$ cat config.mk
export PLATFORM = sky130hd
export DESIGN_NAME = pb_serial_link
export DESIGN_NICKNAME = d
export VERILOG_FILES = /design/src/rtl/pb_serial_link.sv
export SDC_FILE = /design/constraint.sdc
export NUM_CORES = 1
export LEC_CHECK = 0
export ABC_CLOCK_PERIOD_IN_PS = 3580
export BUFFER_PORTS_ARGS = -buffer_cell sky130_fd_sc_hd__buf_2
export CAP_MARGIN = 20
export CORE_ASPECT_RATIO = 0.9
export CORE_MARGIN = 2
export CORE_UTILIZATION = 60
export CTS_BUF_LIST = sky130_fd_sc_hd__clkbuf_2
export DETAILED_ROUTE_END_ITERATION = 8
export PLACE_DENSITY = 0.79
export SLEW_MARGIN = 15
export SYNTH_ARGS = -nofsm -noshare
export SYNTH_HDL_FRONTEND = slang
export SYNTH_SLANG_ARGS = --single-unit
$ cat constraint.sdc
create_clock -name clk -period 3.58 [get_ports clk]
set_clock_uncertainty 0.1 [all_clocks]
set_input_delay 0.179 -clock clk [delete_from_list [all_inputs] [get_ports clk]]
set_output_delay 0.179 -clock clk [all_outputs]
set_load 0.01 [all_outputs]
$ cat src/rtl/pb_serial_link.sv
// pb_serial_link: byte link between two PicoBlaze cores over a single-wire
// 8N1 serial line. The upstream core pushes bytes into a 4-entry transmit
// FIFO. A transmit FSM serialises them onto ser_tx. A receive FSM
// deserialises ser_rx into a holding register that the downstream core reads.
//
// Ports
//   clk          : single clock, rising edge
//   reset        : synchronous, active-high
//   wr_port_id   : port_id of the writing PicoBlaze
//   wr_data      : out_port of the writing PicoBlaze
//   write_strobe : write qualifier
//   rd_port_id   : port_id of the reading PicoBlaze
//   read_strobe  : read qualifier
//   rd_data      : combinational read mux (RX byte / status / 0)
//   ser_tx       : registered serial output, idle high
//   ser_rx       : serial input, same clock domain
//
// TX and RX FSM states
//   state   | meaning
//   S_IDLE  | line idle; TX waits for FIFO data, RX waits for a low start edge
//   S_START | start bit; RX rechecks the line at the bit midpoint
//   S_DATA  | 8 data bits, LSB first
//   S_STOP  | stop bit; RX samples it at its midpoint

module pb_serial_link #(
   parameter logic [7:0] TX_PORT      = 8'h01,
   parameter logic [7:0] RX_PORT      = 8'h02,
   parameter logic [7:0] STAT_PORT    = 8'h03,
   parameter int         CLKS_PER_BIT = 16
) (
   input  logic       clk,
   input  logic       reset,
   input  logic [7:0] wr_port_id,
   input  logic [7:0] wr_data,
   input  logic       write_strobe,
   input  logic [7:0] rd_port_id,
   input  logic       read_strobe,
   output logic [7:0] rd_data,
   output logic       ser_tx,
   input  logic       ser_rx
);

   localparam int            CW        = $clog2(CLKS_PER_BIT);
   localparam logic [CW-1:0] BIT_LAST  = CW'(CLKS_PER_BIT - 1);
   localparam logic [CW-1:0] HALF_LAST = CW'(CLKS_PER_BIT / 2 - 1);

   typedef enum logic [1:0] {S_IDLE, S_START, S_DATA, S_STOP} state_e;

   // transmit FIFO
   logic [7:0] fifo_mem_q [4];
   logic [1:0] wr_ptr_q, wr_ptr_d, rd_ptr_q, rd_ptr_d;
   logic [2:0] fifo_cnt_q, fifo_cnt_d;
   logic       fifo_empty, fifo_full;
   logic       push_req, push_ok, pop;

   // transmitter
   state_e        tx_state_q, tx_state_d;
   logic [CW-1:0] tx_tmr_q, tx_tmr_d;
   logic [2:0]    tx_bit_q, tx_bit_d;
   logic [7:0]    tx_shift_q, tx_shift_d;
   logic          ser_tx_q, ser_tx_d;

   // receiver
   state_e        rx_state_q, rx_state_d;
   logic [CW-1:0] rx_tmr_q, rx_tmr_d;
   logic [2:0]    rx_bit_q, rx_bit_d;
   logic [7:0]    rx_shift_q, rx_shift_d;
   logic [7:0]    rx_data_q, rx_data_d;
   logic          rx_done, rx_ferr;

   // status flags
   logic rx_valid_q, rx_valid_d, rx_ovr_q, rx_ovr_d;
   logic frame_err_q, frame_err_d, tx_ovf_q, tx_ovf_d;
   logic rd_rx, rd_stat;

   assign fifo_empty = (fifo_cnt_q == 3'd0);
   assign fifo_full  = (fifo_cnt_q == 3'd4);
   assign push_req   = write_strobe && (wr_port_id == TX_PORT);
   // A pop in the same cycle frees a slot, so a full FIFO still accepts.
   assign push_ok    = push_req && (!fifo_full || pop);
   assign rd_rx      = read_strobe && (rd_port_id == RX_PORT);
   assign rd_stat    = read_strobe && (rd_port_id == STAT_PORT);
   assign ser_tx     = ser_tx_q;

   always_comb begin
      wr_ptr_d   = wr_ptr_q;
      rd_ptr_d   = rd_ptr_q;
      fifo_cnt_d = fifo_cnt_q;
      if (push_ok) wr_ptr_d = wr_ptr_q + 2'd1;
      if (pop)     rd_ptr_d = rd_ptr_q + 2'd1;
      case ({push_ok, pop})
         2'b10:   fifo_cnt_d = fifo_cnt_q + 3'd1;
         2'b01:   fifo_cnt_d = fifo_cnt_q - 3'd1;
         default: fifo_cnt_d = fifo_cnt_q;
      endcase
   end

   always_comb begin
      tx_state_d = tx_state_q;
      tx_tmr_d   = tx_tmr_q;
      tx_bit_d   = tx_bit_q;
      tx_shift_d = tx_shift_q;
      ser_tx_d   = ser_tx_q;
      pop        = 1'b0;
      case (tx_state_q)
         S_IDLE: begin
            ser_tx_d = 1'b1;
            if (!fifo_empty) begin
               pop        = 1'b1;
               tx_shift_d = fifo_mem_q[rd_ptr_q];
               ser_tx_d   = 1'b0;
               tx_tmr_d   = BIT_LAST;
               tx_state_d = S_START;
            end
         end
         S_START: begin
            if (tx_tmr_q == '0) begin
               tx_tmr_d   = BIT_LAST;
               tx_bit_d   = 3'd0;
               ser_tx_d   = tx_shift_q[0];
               tx_shift_d = {1'b0, tx_shift_q[7:1]};
               tx_state_d = S_DATA;
            end else begin
               tx_tmr_d = tx_tmr_q - 1'b1;
            end
         end
         S_DATA: begin
            if (tx_tmr_q == '0) begin
               tx_tmr_d = BIT_LAST;
               if (tx_bit_q == 3'd7) begin
                  ser_tx_d   = 1'b1;
                  tx_state_d = S_STOP;
               end else begin
                  tx_bit_d   = tx_bit_q + 3'd1;
                  ser_tx_d   = tx_shift_q[0];
                  tx_shift_d = {1'b0, tx_shift_q[7:1]};
               end
            end else begin
               tx_tmr_d = tx_tmr_q - 1'b1;
            end
         end
         S_STOP: begin
            if (tx_tmr_q == '0) begin
               // Chain straight into the next frame when data is waiting.
               if (!fifo_empty) begin
                  pop        = 1'b1;
                  tx_shift_d = fifo_mem_q[rd_ptr_q];
                  ser_tx_d   = 1'b0;
                  tx_tmr_d   = BIT_LAST;
                  tx_state_d = S_START;
               end else begin
                  ser_tx_d   = 1'b1;
                  tx_state_d = S_IDLE;
               end
            end else begin
               tx_tmr_d = tx_tmr_q - 1'b1;
            end
         end
      endcase
   end

   always_comb begin
      rx_state_d = rx_state_q;
      rx_tmr_d   = rx_tmr_q;
      rx_bit_d   = rx_bit_q;
      rx_shift_d = rx_shift_q;
      rx_done    = 1'b0;
      rx_ferr    = 1'b0;
      case (rx_state_q)
         S_IDLE: begin
            if (!ser_rx) begin
               rx_tmr_d   = HALF_LAST;
               rx_state_d = S_START;
            end
         end
         S_START: begin
            if (rx_tmr_q == '0) begin
               if (ser_rx) begin
                  rx_state_d = S_IDLE;
               end else begin
                  rx_tmr_d   = BIT_LAST;
                  rx_bit_d   = 3'd0;
                  rx_state_d = S_DATA;
               end
            end else begin
               rx_tmr_d = rx_tmr_q - 1'b1;
            end
         end
         S_DATA: begin
            if (rx_tmr_q == '0) begin
               rx_tmr_d   = BIT_LAST;
               rx_shift_d = {ser_rx, rx_shift_q[7:1]};
               if (rx_bit_q == 3'd7) rx_state_d = S_STOP;
               else                  rx_bit_d   = rx_bit_q + 3'd1;
            end else begin
               rx_tmr_d = rx_tmr_q - 1'b1;
            end
         end
         S_STOP: begin
            if (rx_tmr_q == '0) begin
               rx_done    = ser_rx;
               rx_ferr    = !ser_rx;
               rx_state_d = S_IDLE;
            end else begin
               rx_tmr_d = rx_tmr_q - 1'b1;
            end
         end
      endcase
   end

   // Clears are applied first so a same-cycle set overrides them.
   always_comb begin
      rx_data_d   = rx_done ? rx_shift_q : rx_data_q;
      rx_valid_d  = rx_valid_q;
      rx_ovr_d    = rx_ovr_q;
      frame_err_d = frame_err_q;
      tx_ovf_d    = tx_ovf_q;
      if (rd_rx) rx_valid_d = 1'b0;
      if (rd_stat) begin
         rx_ovr_d    = 1'b0;
         frame_err_d = 1'b0;
         tx_ovf_d    = 1'b0;
      end
      if (rx_done)                            rx_valid_d  = 1'b1;
      if (rx_done && rx_valid_q && !rd_rx)    rx_ovr_d    = 1'b1;
      if (rx_ferr)                            frame_err_d = 1'b1;
      if (push_req && !push_ok)               tx_ovf_d    = 1'b1;
   end

   always_comb begin
      rd_data = 8'h00;
      if (rd_port_id == RX_PORT) begin
         rd_data = rx_data_q;
      end else if (rd_port_id == STAT_PORT) begin
         rd_data = {1'b0, tx_ovf_q, frame_err_q, rx_ovr_q, rx_valid_q,
                    (tx_state_q != S_IDLE), fifo_full, fifo_empty};
      end
   end

   always_ff @(posedge clk) begin
      if (push_ok) fifo_mem_q[wr_ptr_q] <= wr_data;
   end

   always_ff @(posedge clk) begin
      if (reset) begin
         wr_ptr_q    <= 2'd0;
         rd_ptr_q    <= 2'd0;
         fifo_cnt_q  <= 3'd0;
         tx_state_q  <= S_IDLE;
         tx_tmr_q    <= '0;
         tx_bit_q    <= 3'd0;
         tx_shift_q  <= 8'h00;
         ser_tx_q    <= 1'b1;
         rx_state_q  <= S_IDLE;
         rx_tmr_q    <= '0;
         rx_bit_q    <= 3'd0;
         rx_shift_q  <= 8'h00;
         rx_data_q   <= 8'h00;
         rx_valid_q  <= 1'b0;
         rx_ovr_q    <= 1'b0;
         frame_err_q <= 1'b0;
         tx_ovf_q    <= 1'b0;
      end else begin
         wr_ptr_q    <= wr_ptr_d;
         rd_ptr_q    <= rd_ptr_d;
         fifo_cnt_q  <= fifo_cnt_d;
         tx_state_q  <= tx_state_d;
         tx_tmr_q    <= tx_tmr_d;
         tx_bit_q    <= tx_bit_d;
         tx_shift_q  <= tx_shift_d;
         ser_tx_q    <= ser_tx_d;
         rx_state_q  <= rx_state_d;
         rx_tmr_q    <= rx_tmr_d;
         rx_bit_q    <= rx_bit_d;
         rx_shift_q  <= rx_shift_d;
         rx_data_q   <= rx_data_d;
         rx_valid_q  <= rx_valid_d;
         rx_ovr_q    <= rx_ovr_d;
         frame_err_q <= frame_err_d;
         tx_ovf_q    <= tx_ovf_d;
      end
   end

endmodule

==> flow_metrics.tcl, run 1 <==
set metrics [dict create \
    switching_share_pct 32.5 \
    synth-seq-cells 88 \
    grt_use_total_pct 21.6 \
    post_cts_buffers 0 \
    power_frac_comb_pct 25.3 \
    drc 0 \
    pin_count 38 \
    antenna_found_initial 0 \
    dp_hpwl_um 5440 \
    p_leak_nw 1.72 \
    synth_top_area_share_pct 27.2 \
    gp_congestion 0.795 \
    path_clk_slew_ns 0.21 \
    slew-limit-headroom_pct 63.9 \
    clk_latency_ns 0.53 \
    clkPwrFrac_pct 19.7 \
    synth_ff_type "dfxtp_1" \
    route.antenna.remaining_nets 0 \
    yosysMostFrequentCell "nand2_1" \
    postSynthAreaPerCell_um2 10.7 \
    rows 28 \
    hold_viol 0 \
    hold_depth 4 \
    ir_drop_mv 0.357 \
    p_seq_share_pct 55.0 \
    cts-buffers-inserted 9 \
    start_util_pct 62.2 \
    die_height_um 82.6 \
    cap_violations 0 \
    required_ns 3.95 \
    vias_per_cell 5.65 \
    clock_sinks 88 \
    synthCells 385 \
    grt_pass1_vias 2671 \
    hold_end "frame_err_q$_SDFFE_PP0P_" \
    post-route-period-util_pct 88.7 \
    grt_max_degree 35 \
    yosys_warnings 0 \
    ff2ff_path_depth 12 \
    drtIter0Drc 172 \
    fin_crit_ns 3.17 \
    synth_area_um2 4120 \
    synth_edf_count 32 \
    switchingPower_mw 0.672 \
    power.total_mw 2.07 \
    crit_path_end_kind "register" \
    drtPass1Iterations 5 \
    post_cts_resized 0 \
    hold_path.class "input port to register" \
    synth_commonest_cells "64 x nand2_1, 56 x dfxtp_1, 32 x edfxtp_1, 30 x a21oi_1, 21 x ha_1" \
    htreeDepth 3 \
    power_density_nw_per_um2 455 \
    drive_above_1_share_pct 17.3 \
    ys_types 68 \
    rsz0062_at_grt "no" \
    avgRoutedWirePerCell_um 15.2 \
    gr-total-overflow 0 \
    antennaDiodeCount 0 \
    worstPathArrival_ns 3.54 \
    die_w_um 91.3 \
    finalSetupViolCount 0 \
    worst-path-max-fanout 16 \
    critical_path_class "register to register" \
    syn_to_final_growth_pct 10.2 \
    rr_startpoint "tx_state_q[1]$_SDFFE_PP0P_" \
    slew_viol_final 0 \
    final_cells 524 \
    design.core.area_um2 6620 \
    clk_path_buf_depth 2 \
    cp-start-kind "register" \
    fin_tns_setup_ns 0 \
    async_flop_share_pct 0 \
    ys_seq_area_share_pct 50.5 \
    cts_tree "done" \
    fmax_ghz 0.315 \
    postCtsHoldBufs 13 \
    holdCritStartpoint "rd_port_id[0]" \
    yosys-top-cells-area "dfxtp_1 27%, edfxtp_1 23%, ha_1 6.4%, nand2_1 5.8%, mux4_2 4.4%" \
    r2r_end "fifo_cnt_q[2]$_SDFFE_PP0P_" \
    synth_nets 436 \
    nets 481 \
    dieArea_um2 7540 \
    reg2reg_slack_ns 0.41 \
    synth_top_area_cell "dfxtp_1" \
    worst_pin_slew_ns 0.542 \
    outcome "finished, final reports clean" \
    via_count 2959 \
    io_buffers 37 \
    routed_wl_um 7960 \
    grt_pass1_wl_um 12500 \
    root_buffer "clkbuf_2" \
    dp.cells 496 \
    intPower_mw 1.40 \
]
cell type report:
type / count / area, um^2
Sequential cell: 88 / 2080
Clock inverter: 4 / 22.5
Timing Repair Buffer: 52 / 330
Inverter: 19 / 71.3
Multi-Input combinational cell: 260 / 1870
Fill cell: 490 / 2080
Tap cell: 90 / 113
Clock buffer: 11 / 55.1
how the worst max path moves through the flow:
| stage | cells after the start | start | slack [ns] | endpoint |
|---|---|---|---|---|
| floorplan | 12 | tx_state_q[0]$_SDFFE_PP0P_ | 0.82 | fifo_cnt_q[2]$_SDFFE_PP0P_ |
| global placement | 12 | tx_state_q[1]$_SDFFE_PP0P_ | 0.62 | fifo_cnt_q[2]$_SDFFE_PP0P_ |
| detailed placement | 12 | tx_state_q[1]$_SDFFE_PP0P_ | 0.45 | fifo_cnt_q[2]$_SDFFE_PP0P_ |
| CTS | 12 | tx_state_q[1]$_SDFFE_PP0P_ | 0.38 | fifo_cnt_q[2]$_SDFFE_PP0P_ |
| global route | 12 | tx_state_q[1]$_SDFFE_PP0P_ | 0.19 | fifo_cnt_q[2]$_SDFFE_PP0P_ |
| finish | 12 | tx_state_q[1]$_SDFFE_PP0P_ | 0.41 | fifo_cnt_q[2]$_SDFFE_PP0P_ |
cell usage in the layout, fill, tap and decap left out, types with 3 or more instances in the layout:
master,Yosys,routed
nand2_1,64,64
dfxtp_1,56,56
buf_2,1,37
edfxtp_1,32,32
a21oi_1,30,30
ha_1,21,21
nor2_1,19,19
inv_1,17,17
a22o_1,14,14
dlygate4sd3_1,0,13
clkbuf_2,0,11
mux4_2,8,8
nor3_1,7,7
o21ai_1,7,7
and2_1,7,7
nand2b_1,5,5
nand3_1,5,5
a211oi_1,4,4
xor2_1,4,4
and3_1,3,3
nor3b_1,3,3
mux2i_1,3,3
o31ai_1,3,3
cell families (layout without fill, tap and decap cells):
logic type / count (synthesis) / after routing / share of synthesized area (%)
mux: 13 / 13 / 5.65
xor+xnor: 4 / 4 / 0.850
fa+ha+maj: 22 / 22 / 6.87
compound gates: 88 / 88 / 15.8
flops: 88 / 88 / 50.5
buf+inv: 37 / 86 / 4.13
simple gates: 133 / 133 / 16.1
per-stage QoR:
stage	setup WS [ns]	hold WS (ns)	area, um^2	utilization, %
floorplan	0.824	0.178	4120	-
global placement	0.621	0.292	4330	65.4
detailed placement	0.446	0.308	4330	65.4
CTS	0.383	0.00757	4540	68.6
global route	0.186	0.0308	4540	68.6
finish	0.406	0.0306	4540	68.6
per-layer routing:
layer | part of all wire, % | wire (um) | vias up | global-route usage [%]
li1 | - | - | 1479 | -
met1 | 46 | 3670 | 1405 | 27.4
met2 | 48 | 3860 | 66 | 37.6
met3 | 4.5 | 355 | 9 | 5.99
met4 | 0.96 | 76 | 0 | 4.85
met5 | 0 | 0 | - | 0
flip-flops by register name, indices dropped and copies added, names as in the netlist, 3 cells and up, named ones only:
register    cells
tx_bit_q        3
fifo_cnt_q      3
rx_tmr_q        4
fifo_mem_q     32
rx_data_q       8
tx_shift_q      8
rx_shift_q      8
tx_tmr_q        4
rx_bit_q        3
critical path, cell delays in order (launching register included):
cell and delay (ns):
dfxtp_1 0.43, inv_1 0.09, ha_1 0.64, inv_1 0.13, a211oi_2 0.28, nor2b_2 0.13, inv_2 0.06, ha_1 0.19
inv_1 0.06, fa_1 0.38, xor2_1 0.17, or3_1 0.32, a21oi_1 0.14
power groups by stage:
| stage | Clock, mW | Sequential [mW] | Combinational, mW |
|---|---|---|---|
| after detailed placement | 0 | 1.16 | 0.507 |
| after floorplan | 0 | 1.15 | 0.421 |
| after global routing | 0.451 | 1.15 | 0.575 |
| after CTS | 0.414 | 1.14 | 0.519 |
| final | 0.408 | 1.14 | 0.523 |
| after global placement | 0 | 1.16 | 0.488 |
Power figures use the tool's default switching activity.
==> run 2: changes to the inputs <==
PLACE_DENSITY = 0.8   (was 0.79)
SKIP_CTS_REPAIR_TIMING = 1   (was unset)
==> flow_metrics.tcl, run 2 (synthesis results as in run 1) <==
set metrics [dict create \
    outcome "finished, final reports clean" \
    drt-met1-wl_um 3600 \
    fin_crit_ns 3.17 \
    drive_above_1_share_pct 17.2 \
    design.core.area_um2 6620 \
    final_common_cell "nand2_1" \
    drc 0 \
    die_height_um 82.6 \
    hold_viol 0 \
    nets 481 \
    avgRoutedWirePerCell_um 14.9 \
    intPower_mw 1.47 \
    fin_tns_setup_ns 0 \
    gp_congestion 0.771 \
    worstPathArrival_ns 3.52 \
    io_buffers 37 \
    grt_use_total_pct 21.7 \
    crit_path_top_delay_cell "ha_1" \
    grt_pass1_wl_um 12900 \
    fin_area_um2 4580 \
    dieArea_um2 7540 \
    start_util_pct 62.2 \
    power_density_nw_per_um2 468 \
    dp_hpwl_um 5530 \
    top_layer_used "met4" \
    p_seq_share_pct 53.2 \
    rsz0062_at_grt "no" \
    hold_path.class "input port to register" \
    route.antenna.remaining_nets 0 \
    required_ns 3.93 \
    power_frac_comb_pct 24.3 \
    cp-start-kind "register" \
    cap_violations 0 \
    root_buffer "clkbuf_2" \
    slew_viol_final 0 \
    htreeDepth 3 \
    dp.cells 496 \
    pin_count 38 \
    switchingPower_mw 0.676 \
    grt_pass1_vias 2830 \
    final_cells 525 \
    critical_path_class "register to register" \
    path_clk_slew_ns 0.23 \
    die_w_um 91.3 \
    clkPwrFrac_pct 22.6 \
    ir_drop_mv 0.319 \
    path_cells "inv_1 -> ha_1 -> inv_1 -> a211oi_2 -> nor2b_2 -> inv_2 -> ha_1 -> inv_1 -> fa_1 -> xor2_1 -> or3_1 -> a21oi_1" \
    vias_per_cell 5.68 \
    post-route-period-util_pct 88.4 \
    clock_sinks 88 \
    fmax_ghz 0.316 \
    slew-limit-headroom_pct 63.9 \
    gr-total-overflow 0 \
    clk_path_buf_depth 2 \
    wl_met3_um 213 \
    regMostFlops "fifo_mem_q" \
    drtIter0Drc 121 \
    largest_reg_flops 32 \
    antenna_found_initial 0 \
    switching_share_pct 31.5 \
    routed_wl_um 7830 \
    p_leak_nw 1.73 \
    cts-buffers-inserted 9 \
    finalCoreUtilization_pct 69.1 \
    finalSetupViolCount 0 \
    crit_path_end_kind "register" \
    rows 28 \
    worst-path-max-fanout 16 \
    worst_pin_slew_ns 0.540 \
    grt_max_degree 31 \
    cts_tree "done" \
    met2_length_um 3950 \
    critPathMaxStageDelay_ns 0.64 \
    crit_path_frequent_cell "inv_1" \
    via_count 2984 \
    antennaDiodeCount 0 \
    placed_cell_area_um2 4330 \
    clk_latency_ns 0.52 \
    drtPass1Iterations 4 \
    mostFrequentLayoutCells "64 x nand2_1, 56 x dfxtp_1, 37 x buf_2" \
    syn_to_final_growth_pct 11.1 \
]
==> run 2: final timing paths <==
| kind | slack, ns | startpoint | to | depth (start not counted) |
|---|---|---|---|---|
| setup / recovery | 0.41 | tx_state_q[1]$_SDFFE_PP0P_ | fifo_cnt_q[2]$_SDFFE_PP0P_ | 12 |
| hold / removal | 0.09 | rd_port_id[4] | frame_err_q$_SDFFE_PP0P_ | 5 |
| setup reg to reg | 0.41 | tx_state_q[1]$_SDFFE_PP0P_ | fifo_cnt_q[2]$_SDFFE_PP0P_ | 12 |
| hold reg to reg | 0.37 | rx_data_q[7]$_SDFFE_PP0P_ | rx_data_q[7]$_SDFFE_PP0P_ | 2 |
==> run 2: critical path, delay by kind of cell (launching register included) <==
family | cells | cell delay (ns)
AO/OA/AOI/OAI | 2 | 0.43
buffers and inverters | 4 | 0.36
XOR/XNOR | 1 | 0.16
flip-flops | 1 | 0.44
AND/OR/NAND/NOR | 2 | 0.44
adder cells (fa/ha/maj) | 3 | 1.18
==> run 2: area by class of cell <==
type | instances | area, um^2
sequential | 88 | 2080
fill | 468 | 2040
multi-input combinational | 260 | 1870
timing repair buffer | 52 | 330
tap | 90 | 113
inverter | 19 | 71.3
clock inverter | 7 | 70.1
clock buffer | 9 | 45.0
==> run 2: through the flow <==
stage / total power [mW] / hold WS (ns) / setup slack, ns
after floorplan: 1.57 / 0.178 / 0.824
after global placement: 1.64 / 0.294 / 0.649
after detailed placement: 1.66 / 0.294 / 0.505
after CTS: 2.14 / -0.280 / 0.422
after global routing: 2.27 / 0.0469 / 0.224
final: 2.14 / 0.0936 / 0.414
==> run 2: layer usage <==
metal	global-route usage [%]	vias up
li1	-	1485
met1	27.1	1458
met2	38.6	35
met3	4.72	6
met4	6.52	0
met5	0	-
==> run 2: power groups by stage <==
stage               sequential (mW)  combinational (mW)  clock, mW
floorplan                      1.15               0.421          0
global placement               1.16               0.488          0
detailed placement             1.16               0.504          0
CTS                            1.14               0.507      0.496
global route                   1.15               0.590      0.533
finish                         1.14               0.520      0.483
